**src/rtl/pprr_pkg.sv**
```systemverilog
// Shared definitions for the round-robin bus requester: channel state
// encoding, default sizes, starvation limit and a one-hot check helper.
package pprr_pkg;

    localparam int unsigned N_DEF        = 8;
    localparam int unsigned LEN_W_DEF    = 4;
    localparam int unsigned STARVE_W     = 8;
    localparam int unsigned STARVE_LIMIT = 255;

    typedef enum logic [1:0] {
        CH_IDLE = 2'd0,
        CH_REQ  = 2'd1,
        CH_XFER = 2'd2
    } chan_state_e;

    // True when exactly one bit of v is set (callers zero-extend to 32 bits).
    function automatic logic is_onehot(input logic [31:0] v);
        return (v != 32'd0) && ((v & (v - 32'd1)) == 32'd0);
    endfunction

endpackage : pprr_pkg

```
**src/rtl/rr_req_chan.sv**
```systemverilog
// One requester channel: accepts a command, requests the arbiter, follows
// the bus through its burst and pulses done when the burst ends.
// Optional REQ_STARVE_CHK_EN adds a sticky starvation flag on long waits.
module rr_req_chan
    import pprr_pkg::*;
#(
    parameter int unsigned LEN_W = LEN_W_DEF
) (
    input  logic             i_clk,
    input  logic             i_rstn,
    input  logic             cmd_vld,
    input  logic [LEN_W-1:0] cmd_len,
    input  logic             bus_free,
    input  logic             granted,
    input  logic             burst_end,
    output logic             cmd_rdy,
    output logic             req,
    output logic             done,
    output logic [LEN_W-1:0] len
`ifdef REQ_STARVE_CHK_EN
    ,
    output logic             starve
`endif
);

    chan_state_e      state_q, state_d;
    logic             rdy_q, rdy_d;
    logic             req_q, req_d;
    logic             done_q, done_d;
    logic [LEN_W-1:0] len_q;

    // Next-state and next-output decode.
    always_comb begin
        state_d = state_q;
        unique case (state_q)
            CH_IDLE: if (cmd_vld)              state_d = CH_REQ;
            CH_REQ:  if (bus_free && granted)  state_d = CH_XFER;
            CH_XFER: if (burst_end)            state_d = CH_IDLE;
            default:                           state_d = CH_IDLE;
        endcase
        rdy_d  = (state_d == CH_IDLE);
        req_d  = (state_d == CH_REQ);
        done_d = (state_q == CH_XFER) && burst_end;
    end

    // State and registered outputs.
    always_ff @(posedge i_clk or negedge i_rstn) begin
        if (!i_rstn) begin
            state_q <= CH_IDLE;
            rdy_q   <= 1'b1;
            req_q   <= 1'b0;
            done_q  <= 1'b0;
        end else begin
            state_q <= state_d;
            rdy_q   <= rdy_d;
            req_q   <= req_d;
            done_q  <= done_d;
        end
    end

    // Burst length captured on command accept.
    always_ff @(posedge i_clk or negedge i_rstn) begin
        if (!i_rstn) begin
            len_q <= '0;
        end else if (state_q == CH_IDLE && cmd_vld) begin
            len_q <= cmd_len;
        end
    end

    assign cmd_rdy = rdy_q;
    assign req     = req_q;
    assign done    = done_q;
    assign len     = len_q;

`ifdef REQ_STARVE_CHK_EN
    logic [STARVE_W-1:0] wait_q, wait_d;
    logic                starve_q;

    // Wait counter: runs while requesting, saturates at the limit.
    always_comb begin
        wait_d = '0;
        if (state_q == CH_REQ && !(bus_free && granted)) begin
            wait_d = (wait_q == STARVE_W'(STARVE_LIMIT)) ? wait_q
                                                         : wait_q + STARVE_W'(1);
        end
    end

    // Counter register and sticky starvation flag.
    always_ff @(posedge i_clk or negedge i_rstn) begin
        if (!i_rstn) begin
            wait_q   <= '0;
            starve_q <= 1'b0;
        end else begin
            wait_q   <= wait_d;
            starve_q <= starve_q | (wait_d == STARVE_W'(STARVE_LIMIT));
        end
    end

    assign starve = starve_q;
`endif

endmodule : rr_req_chan

```
**src/rtl/rr_bus_requester.sv**
```systemverilog
// Requester front end for an N-way round-robin arbiter. Drives the request
// vector, takes the one-hot grant while the bus is free, locks the bus to
// the winner for len+1 beats and flags protocol errors (sticky).
// Optional REQ_STARVE_CHK_EN adds the o_starve output.
module rr_bus_requester
    import pprr_pkg::*;
#(
    parameter int unsigned N     = N_DEF,
    parameter int unsigned LEN_W = LEN_W_DEF
) (
    input  logic               i_clk,
    input  logic               i_rstn,
    input  logic [N-1:0]       i_cmd_vld,
    input  logic [N*LEN_W-1:0] i_cmd_len,
    output logic [N-1:0]       o_cmd_rdy,
    output logic [N-1:0]       o_req,
    input  logic [N-1:0]       i_grant,
    input  logic               i_ag,
    output logic               o_bus_vld,
    output logic [N-1:0]       o_bus_sel,
    output logic               o_bus_last,
    output logic [N-1:0]       o_done,
    output logic               o_err
`ifdef REQ_STARVE_CHK_EN
    ,
    output logic [N-1:0]       o_starve
`endif
);

    logic [N-1:0]            owner_q, owner_d;
    logic [LEN_W-1:0]        cnt_q, cnt_d;
    logic                    vld_q, vld_d;
    logic                    last_q, last_d;
    logic                    err_q;
    logic [N-1:0][LEN_W-1:0] chan_len;
    logic [LEN_W-1:0]        owner_len;
    logic [LEN_W-1:0]        grant_len;
    logic                    bus_free;
    logic                    grant_1h;
    logic                    grant_ok;
    logic                    grant_hit;
    logic                    take;
    logic                    burst_end;
    logic                    err_set;

    // Grant qualification and protocol-error detection.
    always_comb begin
        bus_free  = ~|owner_q;
        grant_1h  = is_onehot(32'(i_grant));
        grant_ok  = i_ag && grant_1h;
        grant_hit = |(i_grant & o_req);
        take      = bus_free && grant_ok && grant_hit;
        err_set   = bus_free && ((i_ag && !grant_1h) ||
                                 (grant_ok && !grant_hit) ||
                                 (!i_ag && (|i_grant)));
    end

    // Length of the current owner and of the incoming grantee.
    always_comb begin
        owner_len = '0;
        grant_len = '0;
        for (int unsigned k = 0; k < N; k++) begin
            if (owner_q[k]) owner_len = owner_len | chan_len[k];
            if (i_grant[k]) grant_len = grant_len | chan_len[k];
        end
        burst_end = !bus_free && (cnt_q == owner_len);
    end

    // Bus ownership and beat counter next state.
    always_comb begin
        owner_d = owner_q;
        cnt_d   = cnt_q;
        last_d  = 1'b0;
        if (bus_free) begin
            if (take) begin
                owner_d = i_grant;
                cnt_d   = '0;
                last_d  = (grant_len == '0);
            end
        end else if (burst_end) begin
            owner_d = '0;
            cnt_d   = '0;
        end else begin
            cnt_d  = cnt_q + LEN_W'(1);
            last_d = (cnt_d == owner_len);
        end
        vld_d = |owner_d;
    end

    // Bus registers and sticky error flag.
    always_ff @(posedge i_clk or negedge i_rstn) begin
        if (!i_rstn) begin
            owner_q <= '0;
            cnt_q   <= '0;
            vld_q   <= 1'b0;
            last_q  <= 1'b0;
            err_q   <= 1'b0;
        end else begin
            owner_q <= owner_d;
            cnt_q   <= cnt_d;
            vld_q   <= vld_d;
            last_q  <= last_d;
            err_q   <= err_q | err_set;
        end
    end

    assign o_bus_sel  = owner_q;
    assign o_bus_vld  = vld_q;
    assign o_bus_last = last_q;
    assign o_err      = err_q;

    // One requester channel per client.
    for (genvar k = 0; k < N; k++) begin : g_chan
        rr_req_chan #(
            .LEN_W (LEN_W)
        ) u_chan (
            .i_clk     (i_clk),
            .i_rstn    (i_rstn),
            .cmd_vld   (i_cmd_vld[k]),
            .cmd_len   (i_cmd_len[k*LEN_W +: LEN_W]),
            .bus_free  (bus_free),
            .granted   (grant_ok && i_grant[k]),
            .burst_end (burst_end && owner_q[k]),
            .cmd_rdy   (o_cmd_rdy[k]),
            .req       (o_req[k]),
            .done      (o_done[k]),
            .len       (chan_len[k])
`ifdef REQ_STARVE_CHK_EN
            ,
            .starve    (o_starve[k])
`endif
        );
    end

endmodule : rr_bus_requester
```
**config.mk**
```make
export PLATFORM = sky130hd
export DESIGN_NAME = rr_bus_requester
export DESIGN_NICKNAME = d
export VERILOG_FILES = /design/src/rtl/pprr_pkg.sv /design/src/rtl/rr_req_chan.sv /design/src/rtl/rr_bus_requester.sv
export SDC_FILE = /design/constraint.sdc
export NUM_CORES = 1
export LEC_CHECK = 0
export ABC_AREA = 1
export BUFFER_PORTS_ARGS = -buffer_cell sky130_fd_sc_hd__buf_2
export CAP_MARGIN = 25
export CELL_PAD_IN_SITES_DETAIL_PLACEMENT = 1
export CELL_PAD_IN_SITES_GLOBAL_PLACEMENT = 2
export CORE_ASPECT_RATIO = 0.9
export CORE_MARGIN = 5
export CORE_UTILIZATION = 35
export DETAILED_ROUTE_END_ITERATION = 12
export GPL_TIMING_DRIVEN = 0
export PLACE_DENSITY_LB_ADDON = 0.1
export SLEW_MARGIN = 20
export SYNTH_ARGS = -nofsm -noshare
export SYNTH_HDL_FRONTEND = slang
export SYNTH_HIERARCHICAL = 1
export SYNTH_SLANG_ARGS = --single-unit
export TNS_END_PERCENT = 20
```
**constraint.sdc**
```tcl
create_clock -name i_clk -period 3.3 [get_ports i_clk]
set_input_delay 0.66 -clock i_clk [delete_from_list [all_inputs] [get_ports i_clk]]
set_output_delay 0.66 -clock i_clk [all_outputs]
set_load 0.02 [all_outputs]
```
==> impl_metrics.json, run 1 <==
{
  "synth_edf_count": 0,
  "run_status": "finished clean",
  "wirelength_mm": 13.9,
  "synth_sequential_area_ratio": 0.468,
  "max_cap_violations": 0,
  "port_buffers": 82,
  "async_reset_ff_frac": 1.00,
  "synthesized_net_count": 624,
  "kind_of_start_point_of_the_critical_path": "input pin",
  "dp_hpwl_mm": 11.0,
  "grt_max_degree": 52,
  "clock_pin_slew_reported_for_the_worst_setup_and_hold_paths_after_clock_tree_synthesis_ns": 0.06,
  "synth_top_cell_by_area": "dfrtp_1",
  "hold_violations": 0,
  "postRouteAntennaNets": 0,
  "critical_path_arrival_ns": 2.38,
  "cell_count_final_fillers_out": 839,
  "grt_pass1_vias": 4317,
  "grt_setup_unrepaired": "false",
  "final.period_utilization": 0.634,
  "dp.cells": 823,
  "die-width_um": 132,
  "drt-pass1-iter-count": 4,
  "initial_core_utilization": 0.354,
  "cts.sinks": 87,
  "num_vias": 3972,
  "syn-cell-area_um2": 4670,
  "worst_ir_drop_vdd_uv": 316,
  "yosys_register_bits": 87,
  "design_area_um2": 5640,
  "timing.hold.worst.class": "input pin to async pin",
  "timing.setup.tns_ns": 0,
  "post-route-min-period_ns": 2.09,
  "grtUsageTotal": 0.183,
  "worst_setup_path_end_kind": "flop",
  "antenna_violations_before_repair": 0,
  "route.detailed.vias_per_inst": 4.73,
  "synth.avg_cell_area_um2": 8.17,
  "placed_area_um2": 5330,
  "synth_ff_type": "dfrtp_1",
  "total_power_w": 0.00415,
  "design.portCount": 86,
  "r2r_slack_ns": 1.23,
  "first_pass_grt_wire_length_mm": 22.6,
  "fillers": 1658,
  "yosys.cell_count.top_type": "nand2_1",
  "p_leak_nw": 3.00,
  "timing.reg2reg.worst_path_depth": 13,
  "synthesis.instances": 572,
  "finalClockSkew_ns": 0.0109,
  "largest_fanout_on_the_critical_path": 10,
  "max_slew.worst_pin.slew_ns": 0.386,
  "detail_route.iter0.violations": 130,
  "cts_hold_buf": 0,
  "post_drt_wl_per_cell_um": 16.6,
  "maximum_buffer_depth_of_the_clock_tree": 2,
  "timing.setup.critical_path_class": "input pin to flop",
  "layout.nets": 718,
  "die_area_um2": 15800,
  "post_cts.resized_instances": 0,
  "post-route-drc-count": 0,
  "h_tree_depth_reported_by_cts": 3,
  "yosys_warnings": 6,
  "cp.required_ns": 3.59,
  "rows": 40,
  "timing.fmax_ghz": 0.478,
  "tritoncts.num_buffers": 9,
  "timing.rr.end": "g_chan[2].u_chan/cmd_rdy$_DFF_PN1_",
  "rr_startpoint": "o_bus_sel[2]$_DFF_PN0_",
  "synth_top_area_frac": 0.423,
  "post_synth_most_frequent_cells": "nand2_1, dfrtp_1, inv_1",
  "report.final.setup_viol": 0,
  "gp_congestion": 0.866,
  "cts_tree": "built",
  "startpoint": "i_grant[3]",
  "grt_remaining_overflow": 0,
  "synth.distinct_cells": 32,
  "synthToLayoutAreaGrowth_pct": 20.6,
  "cellPowerDensity_nw_per_um2": 736,
  "insertedDiodeCount": 0,
  "timing.max_slew.rel_slack": 0.740,
  "crit_end": "g_chan[4].u_chan/cmd_rdy$_DFF_PN1_",
  "coreArea_um2": 13200,
  "slew_viol_final": 0,
  "postCtsSetupBuffers": 0,
  "die_h_um": 120,
  "clock_insertion_delay_worst_skew_ns": 0.35,
  "cts_root_buf": "clkbuf_16",
  "largest_cells_by_area_after_synthesis": "dfrtp_1, nand2_1, inv_1, dfstp_2, nor2_1",
  "post_route_cells_drive_above_1_share": 0.300
}
[cell usage in the layout, fill, tap and decap left out, types with 2 or more instances in the layout]
cell type	synthesis	routed
nand2_1	151	151
buf_2	0	81
inv_1	79	79
dfrtp_1	79	79
nor2_1	47	47
nand3_1	32	32
o21ai_1	32	32
nor2_2	20	20
nand2_2	19	19
inv_2	18	18
nand2_4	11	11
nor3_1	11	11
nand4_1	9	9
nand3_4	9	9
clkbuf_16	0	9
o21ai_0	8	8
dfstp_2	8	8
buf_6	5	6
nor2_4	6	6
a22o_1	4	4
nor2_8	3	3
nor4_1	3	3
o32ai_1	3	3
nand3_2	2	2
a21oi_1	2	2
xnor2_1	2	2
xor2_1	2	2
clkinvlp_4	0	2
clkbuf_8	0	2
[worst max-delay path: stages]
cell and delay, ns:
buf_2 0.11, buf_6 0.14, nor2_2 0.14, nand2_1 0.06, nor2_1 0.11, nor2_1 0.08, clkinv_2 0.06, nand2_4 0.06
nor2_8 0.18, inv_1 0.21, nor2_1 0.15, nand2_1 0.09, nand3_1 0.15, nand2_4 0.06, nor2_2 0.10
[worst min path at each step]
stage and end:
2_1_floorplan cnt_q[0]$_DFFE_PN0P_, 3_3_place_gp g_chan[4].u_chan/done$_DFF_PN0_, 3_5_place_dp o_err$_DFF_PN0_, 4_1_cts g_chan[4].u_chan/len[1]$_DFFE_PN0P_, 5_1_grt g_chan[1].u_chan/req$_DFF_PN0_, 6_report g_chan[1].u_chan/state_q[0]$_DFF_PN0_
[metrics by stage]
step                      hold WS, ns   util  setup WS (ns)
after floorplan                 0.364      -           1.36
after global placement          0.472  0.401          0.701
after detailed placement        0.463  0.403          0.845
after CTS                       0.214  0.427           1.20
after global routing            0.227  0.427           1.07
final                           0.208  0.427           1.21
[sequential cells by signal, indices dropped and copies added, names as in the netlist, 4 cells and up]
name / flops
g_chan.u_chan/len: 32
g_chan.u_chan/state_q: 16
g_chan.u_chan/cmd_rdy: 8
g_chan.u_chan/done: 8
g_chan.u_chan/req: 8
o_bus_sel: 8
cnt_q: 4
[report_power, final]
part / internal [W] / leakage, nW / switching (W)
combinational: 0.000481 / 1.80 / 0.000915
sequential: 0.00140 / 1.06 / 0.000277
clock: 0.000630 / 0.145 / 0.000446
[metal layers]
layer  track usage  wire length (µm)  vias up
li1              -                 -     1966
met1         0.237              6370     1923
met2         0.306              6740       70
met4        0.0431               164        0
met3        0.0511               645       13
met5             0                 0        -
[area by class of cell]
class	instances	area, µm²	area share
clock buffers	12	256	0.0455
clock inverters	4	53.8	0.00954
repair buffers	83	444	0.0788
flip-flops and latches	87	2190	0.388
multi-input cells	381	2050	0.364
well taps	168	210	0.0373
plain buffers	6	63.8	0.0113
inverters	98	369	0.0655
[cells by family (layout without fill, tap and decap cells)]
family          after synthesis  count (layout)  share of synthesized area
compound gates               52              52                     0.0629
simple gates                324             324                      0.366
fa+ha+maj                     1               1                    0.00268
flops                        87              87                      0.468
xor+xnor                      4               4                    0.00750
buf+inv                     104             203                     0.0926
Note: power is estimated with default switching activity, not from simulation.
==> run 2, diff against run 1 <==
--- a/config.mk
+++ b/config.mk
@@ -12,7 +12,7 @@
 export CELL_PAD_IN_SITES_GLOBAL_PLACEMENT = 2
 export CORE_ASPECT_RATIO = 0.9
 export CORE_MARGIN = 5
-export CORE_UTILIZATION = 35
+export CORE_UTILIZATION = 29
 export DETAILED_ROUTE_END_ITERATION = 12
 export GPL_TIMING_DRIVEN = 0
 export PLACE_DENSITY_LB_ADDON = 0.1
==> constraint.sdc (replaced) <==
create_clock -name i_clk -period 1.8 [get_ports i_clk]
set_input_delay 0.36 -clock i_clk [delete_from_list [all_inputs] [get_ports i_clk]]
set_output_delay 0.36 -clock i_clk [all_outputs]
set_load 0.02 [all_outputs]
==> impl_metrics.json, run 2 (same netlist as run 1, synthesis figures left out) <==
{
  "grtUsageTotal": 0.168,
  "final.period_utilization": 1.09,
  "hold_path_end": "g_chan[4].u_chan/len[1]$_DFFE_PN0P_",
  "grt_remaining_overflow": 0,
  "post_route_cells_drive_above_1_share": 0.374,
  "p_leak_nw": 3.04,
  "timing.reg2reg.worst_path_depth": 14,
  "die_h_um": 130,
  "register_area_um2": 2200,
  "post-route-drc-count": 0,
  "cp.required_ns": 2.04,
  "largest_fanout_on_the_critical_path": 7,
  "post_drt_wl_per_cell_um": 16.9,
  "layout_commonest_cell": "nand2_1",
  "timing.max_slew.rel_slack": 0.742,
  "cts_root_buf": "clkbuf_16",
  "grt_pass1_vias": 4339,
  "grt_setup_unrepaired": "true",
  "hold_violations": 0,
  "fillers": 1984,
  "dp.cells": 862,
  "rows": 44,
  "clock_pin_slew_reported_for_the_worst_setup_and_hold_paths_after_clock_tree_synthesis_ns": 0.06,
  "timing.setup.critical_path_class": "flop to flop",
  "cell_count_final_fillers_out": 886,
  "die-width_um": 144,
  "critPathMostFrequentCell": "nand2_2",
  "clock_insertion_delay_worst_skew_ns": 0.35,
  "cellPowerDensity_nw_per_um2": 1340,
  "placement.setup.worst_slack_ns": -0.403,
  "grt_max_degree": 58,
  "setup_ws_ns": -0.167,
  "route.detailed.vias_per_inst": 4.56,
  "cts_tree": "built",
  "dp_hpwl_mm": 11.5,
  "drt-pass1-iter-count": 4,
  "wirelength_mm": 14.9,
  "worst_ir_drop_vdd_uv": 502,
  "timing.setup.tns_ns": -2.16,
  "holdCritStartpoint": "i_cmd_len[17]",
  "timing.rr.end": "o_bus_vld$_DFF_PN0_",
  "coreArea_um2": 16000,
  "design.portCount": 86,
  "layout.cells.most_common_list": "nand2_1, buf_2, inv_1",
  "rr_startpoint": "o_bus_sel[2]$_DFF_PN0_",
  "cts.sinks": 87,
  "maximum_buffer_depth_of_the_clock_tree": 2,
  "r2r_slack_ns": -0.17,
  "worst_path_max_delay_cell": "dfrtp_2",
  "h_tree_depth_reported_by_cts": 3,
  "max_cap_violations": 0,
  "insertedDiodeCount": 0,
  "timing.hold.worst.class": "input pin to flop",
  "report.final.setup_viol": 26,
  "initial_core_utilization": 0.293,
  "worst_setup_path_end_kind": "flop",
  "placed_area_um2": 5380,
  "multiInputGateArea_um2": 2230,
  "largest_register_ffs": 32,
  "die_area_um2": 18800,
  "slew_viol_final": 0,
  "postRouteAntennaNets": 0,
  "post-route-util": 0.371,
  "crit_path_cell_trace": "nand2_2 > nand2_2 > nor2_4 > nand2_2 > nand2_2 > nand2_2 > nor2_4 > nand3_4 > nand2_2 > nand2_2 > nor2_2 > nand2_1 > inv_1 > nand2_2",
  "synthToLayoutAreaGrowth_pct": 26.8,
  "critPathMaxStageDelay_ns": 0.47,
  "finalClockSkew_ns": 0.00569,
  "layout.nets": 726,
  "tritoncts.num_buffers": 9,
  "gp_congestion": 0.839,
  "first_pass_grt_wire_length_mm": 23.7,
  "critical_path_arrival_ns": 2.21,
  "max_slew.worst_pin.slew_ns": 0.383,
  "antenna_violations_before_repair": 0,
  "timing.fmax_ghz": 0.508,
  "detail_route.iter0.violations": 136,
  "num_vias": 4044,
  "post-route-min-period_ns": 1.97,
  "port_buffers": 82,
  "failing_checks": "negative setup slack",
  "design_area_um2": 5930,
  "kind_of_start_point_of_the_critical_path": "flop",
  "run_status": "complete, but fails checks",
  "hold-path-cell-count": 3
}
-- run 2: cell types whose count changed in the layout (fill, tap and decap cells not counted), moves of 5 or more --
cell	previous run	this run
dfrtp_2	0	8
nor3_1	11	6
buf_4	1	6
nor2_1	47	37
nor2_4	6	14
dfrtp_1	79	71
nand2_2	19	34
nor3_2	0	5
nand2_1	151	136
-- run 2: layout make-up --
| type | instances | share of cell area |
|---|---|---|
| multi-input cells | 382 | 0.376 |
| flip-flops and latches | 87 | 0.371 |
| repair buffers | 90 | 0.0849 |
| inverters | 98 | 0.0623 |
| clock buffers | 13 | 0.0439 |
| well taps | 207 | 0.0437 |
| plain buffers | 6 | 0.0114 |
| clock inverters | 3 | 0.00718 |
-- run 2: metrics by stage --
step | hold WS, ns | power, W
after floorplan | 0.0644 | 0.00478
after global placement | 0.474 | 0.00567
after detailed placement | 0.272 | 0.00575
after CTS | 0.225 | 0.00798
after global routing | 0.238 | 0.00846
final | 0.240 | 0.00795
-- run 2: critical path: cells and delay by family, from the launching register on --
kind	cells	cell delay, ns
simple gates	13	1.33
flops	1	0.47
buf+inv	1	0.06
-- run 2: repair_timing --
action / CTS / global route
buffers inserted: 5 / 1
pin swaps: 18 / 16
hold buffers: 1 / 0
gates resized for setup: 37 / 21
endpoints found under the setup margin: 49 / 51
endpoints found under the hold margin: 27 / 0
cloned: 1 / 0
-- run 2: routing by layer --
metal | vias to the layer above | share of wire | track usage
li1 | 1992 | - | -
met1 | 1960 | 0.45 | 0.227
met2 | 78 | 0.48 | 0.271
met3 | 14 | 0.047 | 0.0338
met4 | 0 | 0.018 | 0.0543
met5 | - | 0 | 0
-- run 2: power breakdown --
part | total, W | switching [W] | internal [W]
logic | 0.00291 | 0.00190 | 0.00101
registers | 0.00309 | 0.000516 | 0.00257
clock network | 0.00195 | 0.000799 | 0.00115
-- run 2: worst max-delay path by stage --
| stage | from | slack, ns | endpoint | cells past startpoint |
|---|---|---|---|---|
| after detailed placement | i_grant[3] | -0.40 | g_chan[5].u_chan/req$_DFF_PN0_ | 14 |
| after global placement | i_rstn | -0.56 | g_chan[6].u_chan/done$_DFF_PN0_ | 1 |
| final | o_bus_sel[2]$_DFF_PN0_ | -0.17 | o_bus_vld$_DFF_PN0_ | 14 |
| after floorplan | o_bus_sel[3]$_DFF_PN0_ | 0.15 | o_bus_vld$_DFF_PN0_ | 12 |
| after global routing | o_bus_sel[2]$_DFF_PN0_ | -0.32 | o_bus_vld$_DFF_PN0_ | 14 |
| after CTS | o_bus_sel[2]$_DFF_PN0_ | -0.20 | o_bus_vld$_DFF_PN0_ | 14 |
